### src/rtl/pila_retorno.sv
// rtl/pila_retorno.sv - hardware return-address stack with saturating pointer
// Optional sticky ovf/udf flags when PILA_ERR_FLAGS_EN is defined.
module pila_retorno #(
  parameter int AW    = 10,
  parameter int DEPTH = 8,
  parameter int PW    = 3
) (
  input  logic          clk,
  input  logic          reset,
  input  logic          push,
  input  logic          pop,
  input  logic [AW-1:0] din,
  output logic [AW-1:0] dout,
  output logic          empty,
  output logic          full,
  output logic [PW:0]   count,
  output logic          ovf,
  output logic          udf
);

  logic [PW:0]   sp;
  logic [AW-1:0] mem [0:DEPTH-1];
  logic [PW-1:0] sp_lo;
  logic [PW-1:0] top_idx;
  logic          do_replace;
  logic          do_push;
  logic          do_pop;
  logic          ovf_evt;
  logic          udf_evt;

  assign empty = (sp == '0);
  assign full  = (sp == (PW+1)'(DEPTH));
  assign count = sp;

  // At sp==DEPTH the low bits are zero, so subtracting one lands on DEPTH-1.
  assign sp_lo   = sp[PW-1:0];
  assign top_idx = sp_lo - PW'(1);

  assign dout = empty ? '0 : mem[top_idx];

  always_comb begin
    do_replace = 1'b0;
    do_push    = 1'b0;
    do_pop     = 1'b0;
    ovf_evt    = 1'b0;
    udf_evt    = 1'b0;
    if (push && pop && !empty) begin
      do_replace = 1'b1;
    end else if (push) begin
      // push alone, or push+pop on an empty stack, both act as a plain push
      if (full) ovf_evt = 1'b1;
      else      do_push = 1'b1;
    end else if (pop) begin
      if (empty) udf_evt = 1'b1;
      else       do_pop  = 1'b1;
    end
  end

  always_ff @(posedge clk or posedge reset) begin
    if (reset) begin
      sp <= '0;
    end else if (do_push) begin
      sp <= sp + (PW+1)'(1);
    end else if (do_pop) begin
      sp <= sp - (PW+1)'(1);
    end
  end

  // Storage is deliberately not reset; empty gating keeps it off dout.
  always_ff @(posedge clk) begin
    if (do_push)    mem[sp_lo]   <= din;
    if (do_replace) mem[top_idx] <= din;
  end

`ifdef PILA_ERR_FLAGS_EN
  always_ff @(posedge clk or posedge reset) begin
    if (reset) begin
      ovf <= 1'b0;
      udf <= 1'b0;
    end else begin
      if (ovf_evt) ovf <= 1'b1;
      if (udf_evt) udf <= 1'b1;
    end
  end
`else
  assign ovf = 1'b0;
  assign udf = 1'b0;
`endif

endmodule
### config.mk
export PLATFORM = sky130hd
export DESIGN_NAME = pila_retorno
export DESIGN_NICKNAME = d
export VERILOG_FILES = /design/src/rtl/pila_retorno.sv
export SDC_FILE = /design/constraint.sdc
export NUM_CORES = 1
export LEC_CHECK = 0
export CAP_MARGIN = 20
export CORE_ASPECT_RATIO = 0.8
export CORE_MARGIN = 8
export CORE_UTILIZATION = 45
export DETAILED_ROUTE_END_ITERATION = 10
export GPL_TIMING_DRIVEN = 0
export PLACE_DENSITY = 0.64
export SLEW_MARGIN = 20
export SYNTH_ARGS = -nofsm -noshare
export SYNTH_HDL_FRONTEND = slang
export SYNTH_SLANG_ARGS = --single-unit
### constraint.sdc
create_clock -name clk -period 3.85 [get_ports clk]
set_clock_uncertainty 0.15 [all_clocks]
set_input_delay 1.155 -clock clk [delete_from_list [all_inputs] [get_ports clk]]
set_output_delay 1.155 -clock clk [all_outputs]
set_load 0.005 [all_outputs]
# After elaboration in Yosys (flattened, before gate mapping)
# Memories as Yosys holds them, arrays and structs flattened.
# Cells that the tools add are included.
[totals] n_memories=1 ram_bits=80 wordCells=30 output_inout_bits=18 latch_bits=0 ff_bits=4 romBits=0
[op_classes] add_sub_neg=3 n_mux=18 n_eq_ne=1 n_reduce_logical=6 n_shift=0 bitwise=0 order_cmp=0 div_mod_pow=0 multipliers=0
[mem_list] name="mem" depth=8 word_bits=10 rd=1 rd_clocked_by_memory_dff=0 write_ports=1 line_no="22" text="logic [AW-1:0] mem [0:DEPTH-1];"
[ops] op="10-bit 2-to-1 mux" n=2
[ops] op="1-bit 2-to-1 mux" n=13
[ops] op="10-bit OR reduction" n=1
[ops] op="4-bit 2-to-1 mux" n=2
[ops] op="4-bit by 1-bit adder with 4-bit output (second input constant)" n=1
[ops] op="4-bit == test (second input constant)" n=1
[ops] op="4-bit zero test" n=1
[ops] op="4-bit by 1-bit subtractor with 4-bit output (second input constant)" n=1
[ops] op="3-bit 2-to-1 mux" n=1
[ops] op="3-bit by 1-bit subtractor with 3-bit output (second input constant)" n=1
[ops] op="1-bit logical AND" n=2
[ops] op="2-bit nonzero test" n=1
[ops] op="1-bit zero test" n=1

# Longest topological paths before layout
# Gate-level depths: netlist of run 1.
[logic_depth] word_depth=8 ltp_mapped=12 ltp_nobuf=10

# Worst setup path before layout of run 1
# OpenSTA, ideal clock, no wires.
[synth_timing] kind="reg2out" startpoint="register sp[0], in the netlist count[0]" endpoint="output port dout[1]" t_required_ns=2.545 path_stages_with_launch=8 path_buffers=2 arrival_ns=1.804 slack_ns=0.741 path_cell_list="dfrtp_1 buf_2 inv_2 ha_1 buf_1 mux4_2 nand2_1 a21oi_1"
[synth_via] elab_chain_len=3 elab_cells_between_ends=4 classes_between="1 x add/sub; 1 x mux; 1 x reduce/logical; 1 x memory"
[synth_rtl] element="start, declared" line_no="21" text="logic [PW:0] sp;"
[synth_rtl] element="start signal, assigned" line_no="63" text="sp <= sp + (PW+1)'(1);"
[synth_rtl] element="start signal, assigned" line_no="65" text="sp <= sp - (PW+1)'(1);"
[synth_rtl] element="3-bit by 1-bit subtractor with 3-bit output" line_no="37" text="assign top_idx = sp_lo - PW'(1);"
[synth_rtl] element="net top_idx[0]" line_no="24" text="logic [PW-1:0] top_idx;"
[synth_rtl] element="memory read 8 x 10 bit"
[synth_rtl] element="10-bit 2-to-1 mux" line_no="39" text="assign dout = empty ? '0 : mem[top_idx];"
[synth_rtl] element="end, declared" line_no="13" text="output logic [AW-1:0] dout,"
# The timed path passes the listed nets, and every way through them passes these cells.

# Worst setup path in the final report of run 1
[layout_timing] startpoint="register sp[0], in the netlist count[0]" endpoint="output port dout[2]"
# The elaborated chain is that of the path after synthesis.

==> impl_results.html, run 1 <==
<table>
<tr><th>Metric</th><th>Value</th></tr>
<tr><th colspan="2">CTS</th></tr>
<tr><td>Clock Tree Buf Depth</td><td>2</td></tr>
<tr><td>Number of sinks on the clock net</td><td>84</td></tr>
<tr><td>Maximum level of the CTS H-tree</td><td>3</td></tr>
<tr><td>TritonCTS Buffers</td><td>9</td></tr>
<tr><td>Clock transition at the registers of the reported paths</td><td>approximately 80 ps</td></tr>
<tr><td>CTS tree</td><td>yes</td></tr>
<tr><td>Post-cts hold buffer count</td><td>0</td></tr>
<tr><td>CTS Root Buffer Type</td><td>clkbuf_8</td></tr>
<tr><td>Clock network latency to the later pin of the worst-skew pair</td><td>340 ps</td></tr>
<tr><th colspan="2">Timing</th></tr>
<tr><td>Hold violation count in the final report</td><td>0</td></tr>
<tr><td>Ratio of final minimum period to clock period</td><td>between 90% and 100%</td></tr>
<tr><td>Max transition margin</td><td>between 30% and 40%</td></tr>
<tr><td>Setup repair after global routing missed its margin</td><td>no</td></tr>
<tr><td>Final setup violation count</td><td>0</td></tr>
<tr><td>Total Neg Setup Slack</td><td>0 ps</td></tr>
<tr><td>Worst-margin pin slew</td><td>a little under 1000 ps</td></tr>
<tr><td>Final critical path time including I/O delays and setup</td><td>~3700 ps</td></tr>
<tr><td>Max-slew violation count</td><td>0</td></tr>
<tr><td>Achievable Freq</td><td>0.270 GHz</td></tr>
<tr><th colspan="2">Synth</th></tr>
<tr><td>Dominant synthesized flop cell</td><td>edfxtp_1</td></tr>
<tr><td>Number of flops mapped to enable cells by yosys</td><td>80</td></tr>
<tr><td>Number of storage elements in the synthesis netlist</td><td>84</td></tr>
<tr><td>Synth Warn #</td><td>0</td></tr>
<tr><td>Distinct cell type count after synthesis</td><td>46</td></tr>
<tr><td>Post-Synthesis Mean Instance Area</td><td>about 17 sq um</td></tr>
<tr><td>Synthesized area</td><td>around 0.0036 sq mm</td></tr>
<tr><td>Sequential fraction of the synthesis area</td><td>69.0%</td></tr>
<tr><td>Fraction of registers with async set/reset</td><td>between 4 and 5%</td></tr>
<tr><td>Gate count after technology mapping</td><td>approximately 210</td></tr>
<tr><th colspan="2">Critical path</th></tr>
<tr><td>Kind of critical path</td><td>reg2out</td></tr>
<tr><td>Cell type of the slowest stage on the worst timing path</td><td>clkdlybuf4s50_1</td></tr>
<tr><td>Worst path arrival time</td><td>about 2400 ps</td></tr>
<tr><td>Required time of the worst setup path</td><td>2540 ps</td></tr>
<tr><td>Cells along the critical path</td><td>buf_4 &gt; inv_2 &gt; ha_4 &gt; buf_6 &gt; xor2_4 &gt; buf_4 &gt; nand2_1 &gt; a21oi_1 &gt; clkdlybuf4s50_1</td></tr>
<tr><td>Worst-path fanout max</td><td>10</td></tr>
<tr><td>CP Capture Type</td><td>primary output</td></tr>
<tr><td>Crit-path most repeated cell</td><td>buf_4</td></tr>
<tr><td>Largest incremental delay on the critical path</td><td>520 ps</td></tr>
<tr><td>Worst reg2reg path depth</td><td>12</td></tr>
<tr><td>Launching element type of the critical path</td><td>flop</td></tr>
<tr><td>Worst setup slack for register-to-register paths</td><td>approximately 800 ps</td></tr>
<tr><th colspan="2">Global routing</th></tr>
<tr><td>Number of antenna violations at the first check in global routing</td><td>0</td></tr>
<tr><td>Total overflow reported by the global router</td><td>0</td></tr>
<tr><td>Vias in the first global route</td><td>2055</td></tr>
<tr><td>Largest net degree at the start of global routing</td><td>15</td></tr>
<tr><td>Global Route Usage Sum</td><td>14.0%</td></tr>
<tr><td>Global-route wire length before repair</td><td>around 11000 um</td></tr>
<tr><th colspan="2">Drt</th></tr>
<tr><td>Antenna violation net count after detailed routing</td><td>0</td></tr>
<tr><td>Detailed-route DRC error count</td><td>0</td></tr>
<tr><td>DR iter-0 viols</td><td>about 110</td></tr>
<tr><td>Mean routed wirelength per cell</td><td>just under 20 um</td></tr>
<tr><td>Vias post-DR</td><td>1951</td></tr>
<tr><td>Drt first pass iters</td><td>4</td></tr>
<tr><td>Post-DR vias/cell</td><td>5.32</td></tr>
<tr><td>Total Routed Length</td><td>between 7000 and 8000 um</td></tr>
<tr><th colspan="2">Min path</th></tr>
<tr><td>Class of the worst hold path</td><td>reg2reg</td></tr>
<tr><td>Number of cells on the worst hold path</td><td>1</td></tr>
<tr><th colspan="2">Final layout</th></tr>
<tr><td>Total Nets Final</td><td>approximately 270</td></tr>
<tr><td>Commonest cells after routing, fill and taps aside</td><td>edfxtp_1 (80), clkdlybuf4s50_1 (26), nand2_1 (22)</td></tr>
<tr><td>Layout cells sized above 1</td><td>between 20% and 30%</td></tr>
<tr><td>P&amp;R area growth vs syn</td><td>19.4%</td></tr>
<tr><td>Antenna diode count</td><td>0</td></tr>
<tr><td>Most frequent standard cell in the layout excluding fill and tap cells</td><td>edfxtp_1</td></tr>
<tr><th colspan="2">Floorplanning</th></tr>
<tr><td>Core ar.</td><td>around 0.008 sq mm</td></tr>
<tr><td>Y dimension of the die</td><td>between 90 and 100 um</td></tr>
<tr><td>I/O pin cnt</td><td>32</td></tr>
<tr><td>Die area</td><td>between 0.01 and 0.015 sq mm</td></tr>
<tr><td>Initial core utilization</td><td>approximately 46%</td></tr>
<tr><td>Number of rows in the core area</td><td>29</td></tr>
<tr><td>Die extent in x</td><td>between 100 and 150 um</td></tr>
<tr><th colspan="2">Power</th></tr>
<tr><td>Pwr per Cell Area</td><td>approximately 850 mW/mm^2</td></tr>
<tr><td>Worst IR drop on VDD</td><td>0.339 mV</td></tr>
<tr><td>Overall power after layout</td><td>between 0.003 and 0.004 W</td></tr>
<tr><td>Lkg Pwr</td><td>roughly 1.5 nW</td></tr>
<tr><th colspan="2">Place</th></tr>
<tr><td>HPWL reported at the end of detailed placement</td><td>4610 um</td></tr>
<tr><td>Quantity of I/O buffers inserted on ports</td><td>28</td></tr>
<tr><td>Final RePlAce weighted congestion</td><td>0.727</td></tr>
<tr><th colspan="2">Run status</th></tr>
<tr><td>Outcome</td><td>finished clean</td></tr>
<tr><th colspan="2">Flow run</th></tr>
<tr><td>Maximum Capacitance Violations</td><td>0</td></tr>
</table>
## worst max-delay path: cells and delay by family, from the launching register on
family                   cells  cell delay (ps)
AO/OA/AOI/OAI                1              140
XOR/XNOR                     1              190
adder cells (fa/ha/maj)      1              140
buffers and inverters        5             1150
flip-flops                   1              380
AND/OR/NAND/NOR              1               60
## path summary, 6_finish.rpt
check | startpoint | endpoint
worst min register to register | count[1] | count[1]
worst max-delay path | count[0] | dout[2]
max in group asynchronous | reset | count[0]
worst min-delay path | count[1] | count[1]
min in group asynchronous | reset | count[3]
worst max register to register | count[0] | count[3]
## registers in the layout (all words and copies together), names as in the netlist
signal and flops:
count 4, mem 80
## Yosys cell counts, types with 2 or more instances
cell | number | area (sq um)
inv_1 | 3 | 11.3
mux4_2 | 20 | 450
a211oi_1 | 2 | 15.0
nand3_1 | 3 | 15.0
nand2b_1 | 2 | 12.5
nand2_1 | 22 | 82.6
buf_4 | 3 | 22.5
edfxtp_1 | 80 | 2400
nor3b_1 | 2 | 15.0
o21ai_1 | 3 | 15.0
mux2_4 | 2 | 30.0
ha_1 | 3 | 37.5
dfrtp_1 | 4 | 100
nor2_1 | 11 | 41.3
nor2b_1 | 2 | 12.5
buf_2 | 5 | 25.0
clkbuf_1 | 3 | 11.3
a21oi_1 | 11 | 55.1
xnor2_1 | 3 | 26.3
## cells by family (layout without fill, tap and decap cells)
| family | count (synthesis) | in the layout | synth area share (%) |
|---|---|---|---|
| XOR/XNOR | 5 | 5 | 1.41 |
| AND/OR/NAND/NOR | 52 | 52 | 7.07 |
| adder cells (fa/ha/maj) | 4 | 4 | 1.59 |
| multiplexers | 24 | 24 | 13.8 |
| flip-flops | 84 | 84 | 69.0 |
| buffers and inverters | 18 | 65 | 2.59 |
| AO/OA/AOI/OAI | 23 | 23 | 4.45 |
| other | 1 | 2 | 0.103 |
## per-layer routing
layer	up-vias	part of all wire (%)	track usage, %
li1	908	-	-
met1	977	43	17.4
met2	62	49	23.2
met3	4	7.0	4.39
met4	0	0.45	4.52
met5	-	0	0
## layout make-up
class                      instances  area (sq um)
inverter                           4          15.0
sequential                        84          2500
buffer                            14           113
fill                             650          3540
clock buffer                       9           124
tap                              108           135
clock inverter                     7          43.8
timing repair buffer              31           320
multi-input combinational        110          1080
## power breakdown
part	switching (W)	total [W]	leakage [nW]	internal, W
combinational	0.000920	0.00194	0.608	0.00102
clock	0.000301	0.000531	0.0779	0.000229
sequential	0.0000459	0.00123	0.773	0.00118
total	0.00127	0.00370	1.46	0.00243
## timing repair
action                                  in CTS  in global routing
setup buffers                                3                  0
endpoints found under the setup margin      11                 19
resized for setup                           13                  7
## per-stage QoR
| step | instances | hold slack [ps] | area (sq um) | util (%) | setup slack [ps] |
|---|---|---|---|---|---|
| after detailed placement | 348 | 482 | 4060 | 51.5 | -288 |
| after global routing | 367 | 537 | 4330 | 55.0 | 3.88 |
| after CTS | 367 | 511 | 4300 | 54.6 | 7.27 |
| after floorplan | 212 | 458 | 3630 | - | 741 |
| after global placement | 348 | 489 | 4050 | 51.4 | -262 |
| final | 367 | 497 | 4330 | 55.0 | 152 |
No activity file was read; power rests on OpenSTA's default activity.
==> run 2, diff against run 1 <==
ABC_CLOCK_PERIOD_IN_PS = 3850   (was unset)
==> results of run 2 <==
Final layout, timing and power as in run 1 (identical DEF).
==> run 3, diff against run 2 <==
ABC_CLOCK_PERIOD_IN_PS = 4050   (was 3850)
clock period = 4.05 ns   (was 3.85 ns; I/O delays follow)
==> run 3 against run 2 <==
Utilization down 0.57 points. Global-route usage down 0.068 points. Die area unchanged. Critical path depth down 1. Worst setup slack worse by 16 ps. Sequential power down 5%. Clock power down 4.5%. Flip-flop and latch count unchanged. Register-to-register slack better by 180 ps. Clock-buffer cell count unchanged. Hold slack about the same. Highest routed layer unchanged.
==> impl_results.html, run 3 (synthesized netlist as in run 1, its figures left out) <==
<table>
<tr><th>Metric</th><th>Value</th></tr>
<tr><th colspan="2">Floorplanning</th></tr>
<tr><td>Die extent in x</td><td>116 um (unchanged)</td></tr>
<tr><td>Die area</td><td>0.0112 sq mm (unchanged)</td></tr>
<tr><td>I/O pin cnt</td><td>32 (unchanged)</td></tr>
<tr><td>Number of rows in the core area</td><td>29 (unchanged)</td></tr>
<tr><td>Initial core utilization</td><td>46.1% (unchanged)</td></tr>
<tr><td>Core ar.</td><td>0.00787 sq mm (unchanged)</td></tr>
<tr><td>Y dimension of the die</td><td>96.3 um (unchanged)</td></tr>
<tr><th colspan="2">Flow run</th></tr>
<tr><td>Maximum Capacitance Violations</td><td>0 (unchanged)</td></tr>
<tr><th colspan="2">Timing</th></tr>
<tr><td>Max transition margin</td><td>32.0% (-2.6 points)</td></tr>
<tr><td>Total Neg Setup Slack</td><td>0 ps (unchanged)</td></tr>
<tr><td>Hold violation count in the final report</td><td>0 (unchanged)</td></tr>
<tr><td>Ratio of final minimum period to clock period</td><td>approximately 97%</td></tr>
<tr><td>Max-slew violation count</td><td>0 (unchanged)</td></tr>
<tr><td>Final critical path time including I/O delays and setup</td><td>slightly below 4000 ps</td></tr>
<tr><td>Achievable Freq</td><td>0.256 GHz</td></tr>
<tr><td>Setup repair after global routing missed its margin</td><td>no</td></tr>
<tr><td>Final setup violation count</td><td>0 (unchanged)</td></tr>
<tr><td>Final hold slack</td><td>497 ps (+0.146 ps)</td></tr>
<tr><td>Worst-margin pin slew</td><td>1020 ps (+38.2 ps)</td></tr>
<tr><th colspan="2">Final layout</th></tr>
<tr><td>Largest register by flop count</td><td>mem</td></tr>
<tr><td>Most frequent standard cell in the layout excluding fill and tap cells</td><td>edfxtp_1</td></tr>
<tr><td>Largest register FFs</td><td>80 (unchanged)</td></tr>
<tr><td>Commonest cells after routing, fill and taps aside</td><td>edfxtp_1 (80), clkdlybuf4s50_1 (28), nand2_1 (22)</td></tr>
<tr><td>Total Nets Final</td><td>271 (-0.37%)</td></tr>
<tr><td># fillers</td><td>658 (+1.2%)</td></tr>
<tr><td>P&amp;R area growth vs syn</td><td>18.2%</td></tr>
<tr><td>Antenna diode count</td><td>0 (unchanged)</td></tr>
<tr><td>Layout cells sized above 1</td><td>24.0% (-1.1 points)</td></tr>
<tr><th colspan="2">Place</th></tr>
<tr><td>HPWL reported at the end of detailed placement</td><td>4610 um (unchanged)</td></tr>
<tr><td>Quantity of I/O buffers inserted on ports</td><td>28 (unchanged)</td></tr>
<tr><td>Final RePlAce weighted congestion</td><td>0.727 (unchanged)</td></tr>
<tr><th colspan="2">Drt</th></tr>
<tr><td>Detailed-route DRC error count</td><td>0 (unchanged)</td></tr>
<tr><td>Antenna violation net count after detailed routing</td><td>0 (unchanged)</td></tr>
<tr><td>Total Routed Length</td><td>7140 um (-0.53%)</td></tr>
<tr><td>DR iter-0 viols</td><td>148 (+37%)</td></tr>
<tr><td>Vias post-DR</td><td>1945 (-0.31%)</td></tr>
<tr><td>Mean routed wirelength per cell</td><td>19.5 um (-0.26%)</td></tr>
<tr><td>Post-DR vias/cell</td><td>5.31 (about the same)</td></tr>
<tr><td>Drt first pass iters</td><td>4 (unchanged)</td></tr>
<tr><th colspan="2">Global routing</th></tr>
<tr><td>Global-route wire length before repair</td><td>11300 um (-0.61%)</td></tr>
<tr><td>Global Route Usage Sum</td><td>14.0% (-0.068 points)</td></tr>
<tr><td>Total overflow reported by the global router</td><td>0 (unchanged)</td></tr>
<tr><td>Vias in the first global route</td><td>2045 (-0.49%)</td></tr>
<tr><td>Number of antenna violations at the first check in global routing</td><td>0 (unchanged)</td></tr>
<tr><td>Largest net degree at the start of global routing</td><td>15 (unchanged)</td></tr>
<tr><th colspan="2">Run status</th></tr>
<tr><td>Outcome</td><td>finished clean</td></tr>
<tr><th colspan="2">Critical path</th></tr>
<tr><td>Worst path arrival time</td><td>2550 ps (+160 ps)</td></tr>
<tr><td>Worst setup slack for register-to-register paths</td><td>980 ps (+180 ps)</td></tr>
<tr><td>Kind of critical path</td><td>reg2out</td></tr>
<tr><td>Worst-path fanout max</td><td>10 (unchanged)</td></tr>
<tr><td>Number of buffer and inverter instances along the worst setup path</td><td>4 (-1)</td></tr>
<tr><td>Largest incremental delay on the critical path</td><td>550 ps (+30 ps)</td></tr>
<tr><td>Cells along the critical path</td><td>buf_4 &gt; inv_2 &gt; ha_2 &gt; buf_6 &gt; mux4_2 &gt; nand2_1 &gt; a21oi_1 &gt; clkdlybuf4s50_1</td></tr>
<tr><td>Required time of the worst setup path</td><td>2680 ps (+140 ps)</td></tr>
<tr><td>Launching element type of the critical path</td><td>flop</td></tr>
<tr><td>Kind of cell with the highest combined delay on the critical path</td><td>buffers and inverters</td></tr>
<tr><td>Cell type of the slowest stage on the worst timing path</td><td>clkdlybuf4s50_1</td></tr>
<tr><td>CP Capture Type</td><td>primary output</td></tr>
<tr><th colspan="2">CTS</th></tr>
<tr><td>Maximum level of the CTS H-tree</td><td>3 (unchanged)</td></tr>
<tr><td>Clock transition at the registers of the reported paths</td><td>80 ps (about the same)</td></tr>
<tr><td>TritonCTS Buffers</td><td>9 (unchanged)</td></tr>
<tr><td>CTS tree</td><td>yes</td></tr>
<tr><td>Number of sinks on the clock net</td><td>84 (unchanged)</td></tr>
<tr><td>CTS Root Buffer Type</td><td>clkbuf_8</td></tr>
<tr><td>Clock Tree Buf Depth</td><td>2 (unchanged)</td></tr>
<tr><td>Clock network latency to the later pin of the worst-skew pair</td><td>350 ps (about the same)</td></tr>
<tr><th colspan="2">Power</th></tr>
<tr><td>Lkg Pwr</td><td>1.42 nW (-2.6%)</td></tr>
<tr><td>Pwr per Cell Area</td><td>807 mW/mm^2 (-5.5%)</td></tr>
<tr><td>Worst IR drop on VDD</td><td>0.322 mV (-5.0%)</td></tr>
<tr><th colspan="2">Min path</th></tr>
<tr><td>Class of the worst hold path</td><td>reg2reg</td></tr>
</table>
## run 3: per-layer routing
metal | vias up | GRT usage, % | part of all wire [%] | routed length [um]
li1 | 905 | - | - | -
met1 | 977 | 17.1 | 43 | 3110
met2 | 56 | 23.1 | 49 | 3480
met3 | 7 | 4.58 | 7.0 | 503
met4 | 0 | 4.52 | 0.73 | 52
met5 | - | 0 | 0 | 0
## run 3: worst reg2reg max path: stages (launching register included)
cell and delay, ps:
dfrtp_1 380, buf_4 170, inv_2 100, ha_2 180, buf_6 150, and2b_4 210, nor2b_2 80, or3_1 430
ha_1 350, a21oi_1 320, a211oi_1 150, a41oi_1 180, o211ai_1 110
## run 3: through the flow
step                      setup slack [ps]  cell area [sq um]  utilization (%)  power, W  cells
after global placement                -122               4050             51.4   0.00285    348
after detailed placement              -148               4060             51.5   0.00288    348
after global routing                 0.389               4290             54.5   0.00368    366
final                                  136               4290             54.5   0.00346    366
after floorplan                        881               3630                -   0.00219    212
after CTS                              100               4270             54.2   0.00345    365
## run 3: area by class of cell
class                   instances  area, sq um  area share, %
plain buffers                  14          100           2.33
flip-flops and latches         84         2500           58.4
well taps                     108          135           3.15
multi-input cells             110         1060           24.7
repair buffers                 30          308           7.18
clock buffers                   9          124           2.89
inverters                       4         15.0          0.350
clock inverters                 7         43.8           1.02
## run 3: report_power, final
part | internal (W) | switching, W
sequential | 0.00113 | 0.0000435
combinational | 0.000929 | 0.000855
clock | 0.000218 | 0.000288
## run 3: worst paths after layout
check | start | end | cells past startpoint
hold reg to reg | count[1] | count[1] | 1
max in group asynchronous | reset | count[0] | 2
hold / removal | count[1] | count[1] | 1
setup / recovery | count[0] | dout[0] | 8
setup reg to reg | count[0] | count[3] | 12
min in group asynchronous | reset | count[3] | 2
## run 3: repair_timing
action | 4_1_cts | 5_1_grt
endpoints found under the setup margin | 11 | 5
hold buffers | 0 | 0
buffers inserted | 1 | 1
resized for setup | 11 | 1
pin swaps | 0 | 0
